## src/rtl/tea_pkg.sv

```systemverilog
// ============================================================================
// tea_pkg : shared constants and state type for the TEA decryptor
// Revision: 1.0
// ============================================================================
`default_nettype none

package tea_pkg;

    localparam logic [31:0] DELTA        = 32'h9E3779B9;
    localparam logic [31:0] DEC_SUM_INIT = 32'hC6EF3720;
    localparam int unsigned NUM_ROUNDS   = 32;

    typedef enum logic [1:0] {
        ST_IDLE = 2'd0,
        ST_RUN  = 2'd1,
        ST_DONE = 2'd2
    } tea_state_t;

endpackage

`default_nettype wire

```

## src/rtl/tea_round_dec.sv

```systemverilog
// ============================================================================
// tea_round_dec : one combinational TEA decryption round
// Revision: 1.0
// ============================================================================
`default_nettype none

module tea_round_dec (
    input  logic [31:0]  v0,
    input  logic [31:0]  v1,
    input  logic [31:0]  sum,
    input  logic [127:0] key,
    output logic [31:0]  v0_next,
    output logic [31:0]  v1_next
);

    logic [31:0] k0, k1, k2, k3;

    assign k0 = key[127:96];
    assign k1 = key[95:64];
    assign k2 = key[63:32];
    assign k3 = key[31:0];

    // v1 is undone first; v0 then uses the freshly recovered v1
    assign v1_next = v1 - (((v0 << 4) + k2) ^ (v0 + sum) ^ ((v0 >> 5) + k3));
    assign v0_next = v0 - (((v1_next << 4) + k0) ^ (v1_next + sum) ^ ((v1_next >> 5) + k1));

endmodule

`default_nettype wire

```

## src/rtl/tiny_decryption_algorithm.sv

```systemverilog
// ============================================================================
// tiny_decryption_algorithm : iterative 32-round TEA block decryptor
// Revision: 1.0
// ============================================================================
`default_nettype none

module tiny_decryption_algorithm
    import tea_pkg::*;
(
    input  logic         clk,
    input  logic         rst_n,
    input  logic         key_valid,
    input  logic         ctxt_valid,
    input  logic [63:0]  ctxt_blk,
    input  logic [127:0] key,
    output logic [63:0]  ptxt_blk,
    output logic         ptxt_ready
);

    localparam logic [5:0] CNT_LAST = 6'(NUM_ROUNDS - 1);

    tea_state_t   state;
    tea_state_t   state_next;
    logic [31:0]  v0;
    logic [31:0]  v1;
    logic [31:0]  sum;
    logic [127:0] key_reg;
    logic [5:0]   round_cnt;
    logic [31:0]  v0_next;
    logic [31:0]  v1_next;
    logic         both_valid;
    logic         load;
    logic         step;
    logic         finish;

    assign both_valid = ctxt_valid & key_valid;

    tea_round_dec u_round (
        .v0      (v0),
        .v1      (v1),
        .sum     (sum),
        .key     (key_reg),
        .v0_next (v0_next),
        .v1_next (v1_next)
    );

    always_ff @(posedge clk or negedge rst_n) begin
        if (!rst_n) begin
            state <= ST_IDLE;
        end else begin
            state <= state_next;
        end
    end

    always_comb begin
        state_next = state;
        load       = 1'b0;
        step       = 1'b0;
        finish     = 1'b0;
        case (state)
            ST_IDLE: begin
                if (both_valid) begin
                    state_next = ST_RUN;
                    load       = 1'b1;
                end
            end
            ST_RUN: begin
                if (!both_valid) begin
                    state_next = ST_IDLE;
                end else begin
                    step = 1'b1;
                    if (round_cnt == CNT_LAST) begin
                        state_next = ST_DONE;
                        finish     = 1'b1;
                    end
                end
            end
            ST_DONE: begin
                if (!both_valid) begin
                    state_next = ST_IDLE;
                end
            end
            default: state_next = ST_IDLE;
        endcase
    end

    always_ff @(posedge clk or negedge rst_n) begin
        if (!rst_n) begin
            v0         <= 32'h0;
            v1         <= 32'h0;
            sum        <= 32'h0;
            key_reg    <= 128'h0;
            round_cnt  <= 6'd0;
            ptxt_blk   <= 64'h0;
            ptxt_ready <= 1'b0;
        end else begin
            if (load) begin
                v0        <= ctxt_blk[63:32];
                v1        <= ctxt_blk[31:0];
                key_reg   <= key;
                sum       <= DEC_SUM_INIT;
                round_cnt <= 6'd0;
            end else if (step) begin
                v0        <= v0_next;
                v1        <= v1_next;
                sum       <= sum - DELTA;
                round_cnt <= round_cnt + 6'd1;
            end
            if (finish) begin
                ptxt_blk <= {v0_next, v1_next};
            end
            ptxt_ready <= (state_next == ST_DONE);
        end
    end

`ifndef SYNTHESIS
    // Sum must have unwound exactly to zero once all rounds are done
    always @(posedge clk) begin
        if (rst_n && state == ST_DONE) begin
            assert (sum == 32'h0);
        end
        if (rst_n) begin
            assert (round_cnt <= 6'(NUM_ROUNDS));
        end
    end
`endif

endmodule

`default_nettype wire

```

## config.mk

```make
export PLATFORM = sky130hd
export DESIGN_NAME = tiny_decryption_algorithm
export DESIGN_NICKNAME = d
export VERILOG_FILES = /design/src/rtl/tea_pkg.sv /design/src/rtl/tea_round_dec.sv /design/src/rtl/tiny_decryption_algorithm.sv
export SDC_FILE = /design/constraint.sdc
export NUM_CORES = 1
export LEC_CHECK = 0
export CAP_MARGIN = 20
export CORE_MARGIN = 2
export CORE_UTILIZATION = 40
export CTS_CLUSTER_DIAMETER = 60
export CTS_CLUSTER_SIZE = 28
export DETAILED_ROUTE_END_ITERATION = 8
export GPL_TIMING_DRIVEN = 0
export PLACE_DENSITY = 0.68
export SLEW_MARGIN = 20
export SYNTH_ARGS = -nofsm -noshare
export SYNTH_HDL_FRONTEND = slang
export SYNTH_SLANG_ARGS = --single-unit
```

## constraint.sdc

```tcl
create_clock -name clk -period 8.45 [get_ports clk]
set_input_delay 1.2675 -clock clk [delete_from_list [all_inputs] [get_ports clk]]
set_output_delay 1.2675 -clock clk [all_outputs]
set_load 0.01 [all_outputs]
```

# --- Yosys cells after proc, flatten, opt, wreduce, memory -nomap -nowiden ---
# Cells that the tools add are included.
totals:
  register_bits: 297
  latchBits: 0
  mem_bits_rw: 0
  mem_bits_ro: 0
  input_bits: 196
  out_inout_bits: 65
  elab_cells: 48
  mem_count: 0
op_classes:
  add_sub_neg: 10
  n_mul: 0
  n_div: 0
  magnitude_cmp: 0
  eq_ne: 4
  n_shift: 0
  mux: 19
  bitwise_logic: 5
  reduce_logical: 2
ops:
  columns: ["op", "count"]
  rows:
  - ["two-way mux 32 bit", 6]
  - ["adder 32 bit", 4]
  - ["bitwise XOR 32 bit", 4]
  - ["adder 27 x 32 -> 32 bit", 2]
  - ["subtractor 32 bit", 2]
  - ["subtractor 32 bit (second input constant)", 1]
  - ["two-way mux 6 bit", 2]
  - ["two-way mux 2 bit", 4]
  - ["adder 6 x 1 -> 6 bit (second input constant)", 1]
  - ["== test 6 x 5 -> 1 bit (second input constant)", 1]
  - ["two-way mux 1 bit", 6]
  - ["one-hot mux 2 bit (3 select lines)", 1]
  - ["== test 2 bit (second input constant)", 2]
  - ["== test 2 x 1 -> 1 bit (second input constant)", 1]
  - ["zero test 2 bit", 1]
  - ["nonzero test 2 bit", 1]
  - ["AND 1 bit", 1]

# --- Logic depth before layout (Yosys ltp) ---
# Gate-level depths: netlist of run 1.
depth:
  depth_word: 10
  mapped_depth: 46
  depth_no_buf: 46

# --- Hierarchy ---
# A second synthesis of run 1 with hierarchy kept.
hier_totals:
  hier_cells: 2506
  area_unflattened_um2: 24212.0
modules_own_cells:
  columns: ["module", "instances", "cells_per_inst", "area_per_inst_um2", "seq_area_each_um2"]
  rows:
  - ["tiny_decryption_algorithm", 1, 965, 12468.2, 7432.1]
  - ["tea_round_dec", 1, 1541, 11743.8, 0.0]

# --- Worst setup path after synthesis of run 1 ---
# No wires, ideal clock.
synth_path:
  path_type: "register -> register"
  startpoint: "register v0[5]"
  endpoint: "register ptxt_blk[63]"
  setup_time_ns: 0.069
  arrival_time_ns: 8.751
  required_ns: 8.381
  slack_ns: -0.369
  path_stages_with_launch: 45
  path_buffers: 0
  synth_period_minus_slack_ns: 8.819
  path_cell_list: "dfrtp_1 ha_1 fa_1 a21o_1 a21o_1 a21o_1 a21o_1 a21oi_1 o31ai_1 nor2_1 xnor2_1 xnor2_1 ha_1 a21oi_1 nand2_1 a21o_1 a211o_1 a41oi_1 (+9 left out) a311o_1 a31o_2 a311o_1 a41oi_1 nand2b_1 a21oi_1 xnor2_1 ha_1 a21o_1 a21o_1 a21oi_1 nor2b_1 o21ai_0 or2b_2 a41oi_1 xnor3_2 or3_1 nand3_1"
synth_between:
  elab_chain_len: 8
  elab_cells_between_ends: 12
  cone_classes: "add/sub: 8; bitwise: 4"
synth_rtl:
  columns: ["item", "line_no", "text"]
  rows:
  - ["start, declared", "tiny_decryption_algorithm.sv:24", "logic [31:0] v0;"]
  - ["start signal, assigned", "tiny_decryption_algorithm.sv:98", "v0 <= ctxt_blk[63:32];"]
  - ["start signal, assigned", "tiny_decryption_algorithm.sv:104", "v0 <= v0_next;"]
  - ["adder 32 bit", "tea_round_dec.sv:24", "assign v1_next = v1 - (((v0 << 4) + k2) ^ (v0 + sum) ^ ((v0 >> 5) + k3));"]
  - ["bitwise XOR 32 bit", "tea_round_dec.sv:24", null]
  - ["bitwise XOR 32 bit *", "tea_round_dec.sv:24", null]
  - ["subtractor 32 bit *", "tea_round_dec.sv:24", null]
  - ["net u_round.v1_next[16]", "tea_round_dec.sv:13", "output logic [31:0] v1_next"]
  - ["adder 32 bit", "tea_round_dec.sv:25", "assign v0_next = v0 - (((v1_next << 4) + k0) ^ (v1_next + sum) ^ ((v1_next >> 5) + k1));"]
  - ["bitwise XOR 32 bit", "tea_round_dec.sv:25", null]
  - ["bitwise XOR 32 bit *", "tea_round_dec.sv:25", null]
  - ["subtractor 32 bit *", "tea_round_dec.sv:25", null]
  - ["end signal, assigned", "tiny_decryption_algorithm.sv:110", "ptxt_blk <= {v0_next, v1_next};"]
  - ["end, declared", "tiny_decryption_algorithm.sv:16", "output logic [63:0] ptxt_blk,"]
# Mark *: on every way through the listed nets, which the timed path passes. The rest lies on a longest branch.
# A chain may end at the register's enable or synchronous reset.

# --- Worst setup path in the final report of run 1 ---
# Ends and elaborated chain as after synthesis.

==> results.toml, run 1 <==
[global_route]
grt_antenna_before_repair = 1
global_route.usage.total_pct = 26.1
grt_start_max_net_pins = 91
vias_in_the_first_global_route = 20874
global_route.overflow_total = 0
global_route_wire_length_before_repair_mm = 125

[floorplanning]
floorplan.initialDensity_pct = 40.5
cell_rows = 89
fp.dieH_um = 249
floorplan.io_pins = 261
floorplan.core_area_mm2 = 0.0592
die_area_mm2 = 0.0620
floorplan.die.width_um = 249

[clocking]
root_buffer = "sky130_fd_sc_hd__clkbuf_16"
tritoncts_clock_tree = "done"
tritoncts_num_sinks = 297
clk_latency_ns = 0.62
cts_inserted_buffers = 29
cts.path.max_buffers = 3
cts_max_level = 1
worst_setup_hold_path_clk_slew_ns = 0.08

[yosys]
postSynth.topFlopCell = "sky130_fd_sc_hd__dfrtp_1"
cells_after_synth = 2636
yosys-top-cells-area = "sky130_fd_sc_hd__dfrtp_1 31%, sky130_fd_sc_hd__ha_1 13%, sky130_fd_sc_hd__xnor2_1 11%, sky130_fd_sc_hd__mux2_2 5.9%, sky130_fd_sc_hd__nand2_1 5.3%"
synth_top_area_share_pct = 30.9
syn-mean-instance-area_um2 = 9.11
synth.cell_area_mm2 = 0.0240
async_reset_ff_share_pct = 100
synth_fp_nets = 3082
yosys_warnings = 0
synth_common_cells = "337 x sky130_fd_sc_hd__nand2_1, 297 x sky130_fd_sc_hd__dfrtp_1, 290 x sky130_fd_sc_hd__xnor2_1, 242 x sky130_fd_sc_hd__ha_1, 220 x sky130_fd_sc_hd__a21oi_1"
synth_most_common_cell = "sky130_fd_sc_hd__nand2_1"
synth_edf_count = 0
post_synth_top_area_cell = "sky130_fd_sc_hd__dfrtp_1"
ys_ff_latch = 297
synth_sequential_area_ratio_pct = 30.9
synth.lib_cells_used.distinct = 87

[setup_path]
crit_path_top_delay_cell = "sky130_fd_sc_hd__dfrtp_2"
endpoint_kind = "register"
worst_setup_path_start_kind = "register"
worst-path-max-fanout = 5
r2r_slack_ns = -0.51
worstSetupPathType = "reg2reg"
r2r_end = "ptxt_blk[63]"
cp.required_ns = 9.00
critical_path.reg2reg.startpoint = "v0[5]"
max_stage_delay_ns = 0.45
arrival_time_worst_endpoint_ns = 9.51
reg2reg_depth = 38

[drt]
drt_iter0_drc = 1717
route.vias.total = 21352
route.final.wire_length_mm = 83.3
avgViaCountPerCell = 5.62
drc = 0
wl_met2_mm = 37.4
wl_met3_mm = 6.81
drt-met1-wl_mm = 35.6
route.top_layer_used = "met4"
ant_nets = 0
detailedRoute.firstPassIterationCount = 5
wirelength_per_cell_um = 21.9

[layout]
sequential_cell_area_mm2 = 0.00744
largest_register_ffs = 128
multi_input_comb_area_mm2 = 0.0174
final_cell_area_mm2 = 0.0307
final.fill_count = 5432
instances_no_fill = 3799
layout-drive-gt1-share_pct = 16.4
num-nets-final = 3449
layout-area-overhead-vs-synth_pct = 27.6

[sta]
final.period_utilization_pct = 106
slew-limit-headroom_pct = 24.2
max_freq_mhz = 112
timing.final.max_slew_violations = 0
min_setup_slack_post_route_ns = -0.511
rsz0062_at_grt = "yes"
finalWorstPathRequiredPeriod_ns = 8.96
hold_ws_ns = 0.478
clock_tree_skew_after_final_layout_ns = 0.0321
timing_worst_slew_pin_value_ns = 1.14
setup_viol = 16
final_hold_viol_count = 0

[placed_design]
placed_cells = 3673
post-dp-hpwl_mm = 64.8
finalWeightedCongestion = 0.953
detailed_place.area_mm2 = 0.0278
port-buffer-count = 260

[worst_hold_path]
hold_path_end = "ptxt_blk[26]"
worst_hold_path_type = "reg2reg"
hold_start = "ptxt_blk[26]"
hold-path-cell-count = 2

[job]
drv_cap = 0

[outcome]
violations = "setup timing"
result_of_the_run = "finished, violations left"
## routing by layer
layer	global-route usage, %	vias to the layer above
met3	3.32	155
met5	0	-
li1	-	10165
met2	41.9	813
met4	9.64	0
met1	36.0	10219
## worst max path at each step
stage / from / to / cells past startpoint
after floorplan: v0[5] / ptxt_blk[63] / 44
after global placement: rst_n / key_reg[58] / 1
after detailed placement: v0[5] / ptxt_blk[63] / 41
after CTS: v0[5] / ptxt_blk[63] / 41
after global routing: v0[1] / ptxt_blk[63] / 38
final: v0[5] / ptxt_blk[63] / 38
## critical path: cells and delay by family, from the launching register on
kind,cells,cell delay (ns)
adders and majority gates,4,1.50
AOI/OAI and AO/OA,21,3.95
and+or+nand+nor,5,0.97
buffers and inverters,2,0.37
xor gates and xnor gates,6,1.63
DFF,1,0.45
## layout make-up
| class | instances | share of cell area [%] |
|---|---|---|
| inverters | 77 | 0.955 |
| diodes | 1 | 0.00816 |
| well taps | 773 | 3.16 |
| clock buffers | 29 | 2.37 |
| multi-input cells | 2199 | 56.7 |
| plain buffers | 63 | 0.833 |
| flip-flops and latches | 297 | 24.3 |
| clock inverters | 24 | 1.01 |
| repair buffers | 336 | 10.7 |
## stage by stage
stage	setup WS [ns]	util [%]	setup TNS, ns
2_1_floorplan	0.0112	-	0
3_3_place_gp	-7.08	46.7	-2106.43
3_5_place_dp	-1.53	46.9	-18.95
4_1_cts	-0.430	50.0	-1.86
5_1_grt	-0.872	51.7	-9.34
6_report	-0.511	51.7	-3.17
## cell families (layout without fill, tap and decap cells)
group / count (synthesis) / count (layout) / share of synthesized area [%]
AOI/OAI and AO/OA: 729 / 729 / 19.4
xor gates and xnor gates: 355 / 355 / 13.2
adders and majority gates: 250 / 250 / 13.3
buffers and inverters: 140 / 529 / 2.26
DFF: 297 / 297 / 30.9
muxes: 182 / 182 / 8.23
other: 0 / 1 / 0
and+or+nand+nor: 683 / 683 / 12.7
## placed cells by master (no fill, tap or decap), types with 15 or more instances in the layout
master                            count
sky130_fd_sc_hd__nand2_1            334
sky130_fd_sc_hd__dfrtp_1            287
sky130_fd_sc_hd__clkdlybuf4s50_1    259
sky130_fd_sc_hd__xnor2_1            245
sky130_fd_sc_hd__ha_1               218
sky130_fd_sc_hd__a21oi_1            182
sky130_fd_sc_hd__o21ai_0            146
sky130_fd_sc_hd__nor2_1             125
sky130_fd_sc_hd__mux2_2             125
sky130_fd_sc_hd__a21o_1             123
sky130_fd_sc_hd__inv_1               72
sky130_fd_sc_hd__buf_4               67
sky130_fd_sc_hd__mux2i_1             56
sky130_fd_sc_hd__clkbuf_1            53
sky130_fd_sc_hd__xor2_1              51
sky130_fd_sc_hd__nand3_1             42
sky130_fd_sc_hd__xnor2_2             41
sky130_fd_sc_hd__a21oi_2             34
sky130_fd_sc_hd__o21a_1              30
sky130_fd_sc_hd__o21bai_1            29
sky130_fd_sc_hd__clkbuf_16           29
sky130_fd_sc_hd__nand2b_1            26
sky130_fd_sc_hd__o21ai_1             25
sky130_fd_sc_hd__nor3_1              25
sky130_fd_sc_hd__nor2b_1             24
sky130_fd_sc_hd__nand4_1             20
sky130_fd_sc_hd__and3_1              18
sky130_fd_sc_hd__ha_4                17
sky130_fd_sc_hd__a31oi_1             15
## repair_timing
action,4_1_cts,5_1_grt
setup endpoints to repair,30,31
setup buffers,40,35
gates resized for setup,103,156
pin swaps,62,97
hold buffers,0,0
Power of run 1 is left out: the tool's default activity adds up to more than one toggle a clock period on the data nets, which glitch-free logic cannot reach.
==> run 2, diff against run 1 <==
Settings changed: CTS_CLUSTER_DIAMETER 60 to 80.
==> run 2 against run 1 <==
Effect of this change: the run still ends with setup timing left; first-iteration DRC count down 10%; hold slack better by 0.0033 ns; count of clock-buffer cells in the layout fell by 6; cell count decreased by 0.34%; final area fell by 0.94%; core utilization decreased by 0.49 points; flip-flop and latch count is the same; critical path type unchanged.
==> results.toml, run 2 (synthesized netlist as in run 1, its figures left out) <==
[setup_path]
r2r_end = "ptxt_blk[63]"
endpoint_kind = "register"
max_stage_delay_ns = 0.57
worstSetupPathType = "reg2reg"
worst-path-max-fanout = 6
critical_path.reg2reg.startpoint = "v0[5]"
worst_path_most_repeated_cell = "sky130_fd_sc_hd__xnor2_1"
r2r_slack_ns = -0.44
crit_path_top_delay_cell = "sky130_fd_sc_hd__nor3_1"
worst_setup_path_start_kind = "register"
reg2reg_depth = 38
arrival_time_worst_endpoint_ns = 9.43
cp.required_ns = 8.99

[clocking]
tritoncts_clock_tree = "done"
tritoncts_num_sinks = 297
root_buffer = "sky130_fd_sc_hd__clkbuf_16"
cts_inserted_buffers = 22
clk_latency_ns = 0.59
cts-hold-fix-buffers = 0
cts.path.max_buffers = 3
worst_setup_hold_path_clk_slew_ns = 0.10
cts_max_level = 1

[sta]
final.period_utilization_pct = 105
rsz0062_at_grt = "yes"
clock_tree_skew_after_final_layout_ns = 0.0312
timing.setup.tns_ns = -1.81
final_hold_viol_count = 0
slew-limit-headroom_pct = 22.0
max_freq_mhz = 112
finalWorstPathRequiredPeriod_ns = 8.89
timing_worst_slew_pin_value_ns = 1.17
min_setup_slack_post_route_ns = -0.443
setup_viol = 10
timing.final.max_slew_violations = 0

[global_route]
grt_start_max_net_pins = 91
grt_antenna_before_repair = 3
global_route.usage.total_pct = 26.0
global_route_wire_length_before_repair_mm = 124
global_route.overflow_total = 0
vias_in_the_first_global_route = 20594

[floorplanning]
fp.dieH_um = 249
floorplan.initialDensity_pct = 40.5
floorplan.core_area_mm2 = 0.0592
floorplan.io_pins = 261
cell_rows = 89
floorplan.die.width_um = 249
die_area_mm2 = 0.0620

[drt]
avgViaCountPerCell = 5.62
detailedRoute.firstPassIterationCount = 7
drc = 0
route.final.wire_length_mm = 82.9
drt_iter0_drc = 1546
wirelength_per_cell_um = 21.9
route.vias.total = 21288
ant_nets = 0

[placed_design]
port-buffer-count = 260
detailed_place.area_mm2 = 0.0278
finalWeightedCongestion = 0.953
post-dp-hpwl_mm = 64.8
pre_cts_ws_ns = -1.53

[layout]
finalCoreUtilization_pct = 51.3
num-nets-final = 3441
mostFrequentLayoutCells = "334 x sky130_fd_sc_hd__nand2_1, 286 x sky130_fd_sc_hd__dfrtp_1, 259 x sky130_fd_sc_hd__clkdlybuf4s50_1"
largest_register_ffs = 128
layout-area-overhead-vs-synth_pct = 26.4
layout-drive-gt1-share_pct = 15.7
mostFrequentLayoutCell = "sky130_fd_sc_hd__nand2_1"
final_cell_area_mm2 = 0.0304
final.fill_count = 5486

[worst_hold_path]
hold_start = "ptxt_blk[41]"
hold-path-cell-count = 2
hold_path_end = "ptxt_blk[41]"
worst_hold_path_type = "reg2reg"

[outcome]
violations = "setup timing"
result_of_the_run = "finished, violations left"

[job]
drv_cap = 0
==> run 2: changes by cell type in the layout (fill, tap and decap cells not counted), sizes merged <==
| cell | before | now |
|---|---|---|
| clkinvlp | 4 | 2 |
| clkinv | 6 | 7 |
| inv | 91 | 83 |
| diode | 1 | 2 |
| bufinv | 0 | 2 |
| clkbuf | 84 | 78 |
| buf | 85 | 84 |
==> run 2: worst max-delay path: cells and delay by family (launching register included) <==
family | cells | cell delay, ns
buffers and inverters | 1 | 0.18
flip-flops | 1 | 0.45
AO/OA/AOI/OAI | 16 | 3.03
XOR/XNOR | 7 | 1.52
AND/OR/NAND/NOR | 10 | 2.27
adder cells (fa/ha/maj) | 4 | 1.39
==> run 2: routing by layer <==
layer,GRT usage (%),share of wire [%],vias to the layer above
met4,8.14,3.4,0
li1,-,-,10129
met1,35.8,44,10242
met2,42.2,46,785
met3,3.51,7.2,132
met5,0,0,-
==> run 2: how the worst max path moves through the flow <==
stage | slack (ns) | start | endpoint
floorplan | 0.01 | v0[5] | ptxt_blk[63]
global placement | -7.08 | rst_n | key_reg[58]
detailed placement | -1.53 | v0[5] | ptxt_blk[63]
CTS | -0.41 | v0[5] | ptxt_blk[63]
global route | -0.76 | v0[10] | ptxt_blk[63]
finish | -0.44 | v0[5] | ptxt_blk[63]
==> run 2: final cells by class <==
| type | instances | area, um2 | area share (%) |
|---|---|---|---|
| Sequential cell | 297 | 7450 | 24.5 |
| Tap cell | 773 | 967 | 3.19 |
| Clock inverter | 17 | 300 | 0.989 |
| Multi-Input combinational cell | 2199 | 17300 | 56.9 |
| Buffer | 63 | 255 | 0.841 |
| Clock buffer | 23 | 576 | 1.90 |
| Inverter | 77 | 295 | 0.973 |
| Timing Repair Buffer | 335 | 3250 | 10.7 |
| Antenna cell | 2 | 5.00 | 0.0165 |
==> run 2: what timing repair did <==
item | 4_1_cts | 5_1_grt
pin swaps | 64 | 76
resized for setup | 93 | 147
hold endpoints to repair | 0 | 0
endpoints found under the setup margin | 30 | 33
setup buffers | 38 | 36
==> run 2: through the flow <==
stage	hold WS [ns]	instances
finish	0.481	3786
global route	0.504	3786
CTS	0.485	3751
detailed placement	0.462	3673
global placement	0.459	3669
floorplan	0.450	2636
Power of run 2 is left out for the same reason.
==> run 3, diff against run 2 <==
Settings changed: SETUP_SLACK_MARGIN set to 0.2.
==> run 3 against run 2 <==
Effect of this change: the run still ends with setup timing left; register-to-register slack better by 0.02 ns; hold slack worse by 0.0057 ns; via count grew 1.0%; routed wire length rose by 0.97%; clock skew grew 0.0092 ns; sequential share of layout area down 0.42 points; critical path depth increased by 1; non-clock buffer count up 29.
==> results.toml, run 3 (synthesized netlist as in run 1, its figures left out) <==
[floorplanning]
fp.dieH_um = 249
die_area_mm2 = 0.0620
cell_rows = 89
floorplan.core_area_mm2 = 0.0592
floorplan.die.width_um = 249
floorplan.initialDensity_pct = 40.5
floorplan.io_pins = 261

[layout]
num-nets-final = 3472
mostFrequentLayoutCells = "332 x sky130_fd_sc_hd__nand2_1, 285 x sky130_fd_sc_hd__dfrtp_1, 259 x sky130_fd_sc_hd__clkdlybuf4s50_1"
final.fill_count = 5369
largest_register_ffs = 128
n_antenna_cell = 0
mostFrequentLayoutCell = "sky130_fd_sc_hd__nand2_1"
layout-drive-gt1-share_pct = 17.3
finalCoreUtilization_pct = 52.1
layout-area-overhead-vs-synth_pct = 28.6

[worst_hold_path]
worst_hold_path_type = "reg2reg"
hold-path-cell-count = 2

[sta]
rsz0062_at_grt = "yes"
final.period_utilization_pct = 105
min_setup_slack_post_route_ns = -0.424
timing_worst_slew_pin_value_ns = 1.12
clock_tree_skew_after_final_layout_ns = 0.0404
hold_ws_ns = 0.476
timing.setup.tns_ns = -3.00
timing.final.max_slew_violations = 0
final_hold_viol_count = 0
finalWorstPathRequiredPeriod_ns = 8.87
max_freq_mhz = 113
slew-limit-headroom_pct = 25.3
setup_viol = 17

[job]
drv_cap = 0

[global_route]
global_route.usage.total_pct = 26.0
global_route_wire_length_before_repair_mm = 125
grt_antenna_before_repair = 0
global_route.overflow_total = 0
grt_start_max_net_pins = 95
vias_in_the_first_global_route = 20807

[drt]
route.top_layer_used = "met4"
drt_iter0_drc = 1568
detailedRoute.firstPassIterationCount = 6
drc = 0
wl_met3_mm = 5.95
route.final.wire_length_mm = 83.7
route.vias.total = 21510
drt-met1-wl_mm = 36.5
avgViaCountPerCell = 5.64
wirelength_per_cell_um = 21.9
ant_nets = 0
wl_met2_mm = 38.3

[setup_path]
endpoint_kind = "register"
worst_setup_path_start_kind = "register"
max_stage_delay_ns = 0.45
arrival_time_worst_endpoint_ns = 9.43
worstSetupPathType = "reg2reg"
cp.required_ns = 9.00
worst-path-max-fanout = 5
worst_path_most_repeated_cell = "sky130_fd_sc_hd__a21o_1"
reg2reg_depth = 39
crit_path_top_delay_cell = "sky130_fd_sc_hd__dfrtp_2"

[clocking]
cts_inserted_buffers = 24
cts_max_level = 1
cts.path.max_buffers = 3
root_buffer = "sky130_fd_sc_hd__clkbuf_16"
clk_latency_ns = 0.62
tritoncts_clock_tree = "done"
tritoncts_num_sinks = 297
worst_setup_hold_path_clk_slew_ns = 0.10

[placed_design]
port-buffer-count = 260
finalWeightedCongestion = 0.946
post-dp-hpwl_mm = 64.7

[outcome]
result_of_the_run = "finished, violations left"
violations = "setup timing"
==> run 3: cell types whose count changed in the layout (fill, tap and decap cells not counted), moves of 3 or more <==
cell,delta
sky130_fd_sc_hd__buf_6,+15
sky130_fd_sc_hd__buf_4,+14
sky130_fd_sc_hd__xnor2_1,-11
sky130_fd_sc_hd__xnor2_2,+8
sky130_fd_sc_hd__ha_1,-4
sky130_fd_sc_hd__a21oi_2,-3
sky130_fd_sc_hd__inv_1,+3
sky130_fd_sc_hd__inv_8,+3
sky130_fd_sc_hd__nor2b_1,-3
sky130_fd_sc_hd__nor2b_2,+3
sky130_fd_sc_hd__xnor2_4,+3
==> run 3: cell type report <==
type	instances	area, um2	share of cell area, %
buffer	63	255	0.826
inverter	77	289	0.936
clock buffer	26	628	2.03
sequential	297	7450	24.1
tap	773	967	3.13
clock inverter	18	297	0.960
multi-input combinational	2199	17500	56.6
timing repair buffer	364	3520	11.4
==> run 3: worst paths after layout <==
check,slack (ns),end,from
min,0.48,ptxt_blk[54],ptxt_blk[54]
min reg2reg,0.48,ptxt_blk[54],ptxt_blk[54]
max reg2reg,-0.42,ptxt_blk[63],v0[5]
max in group asynchronous,7.01,v0[21],rst_n
max,-0.42,ptxt_blk[63],v0[5]
min in group asynchronous,0.56,key_reg[65],rst_n
==> run 3: through the flow <==
stage	setup WS, ns	cell area [um2]	instances
floorplan	0.210	24100	2636
CTS	-0.430	29900	3771
detailed placement	-1.32	27800	3673
global route	-0.818	30900	3817
finish	-0.424	30900	3817
global placement	-7.38	27700	3669
==> run 3: critical path, delay by kind of cell, from the launching register on <==
family                     cells  cell delay, ns
AOI/OAI and AO/OA             17            3.40
xor gates and xnor gates       9            2.03
adders and majority gates      5            1.38
buffers and inverters          2            0.29
DFF                            1            0.45
and+or+nand+nor                6            1.25
==> run 3: per-layer routing <==
metal,GRT usage [%],vias up
li1,-,10215
met1,35.7,10375
met2,42.3,767
met3,3.55,153
met4,8.18,0
met5,0,-
==> run 3: timing repair <==
item | 4_1_cts | 5_1_grt
buffers inserted | 54 | 46
pin swaps | 74 | 83
resized for setup | 151 | 131
setup endpoints to repair | 35 | 40
hold buffers | 0 | 0
Power of run 3 is left out for the same reason.
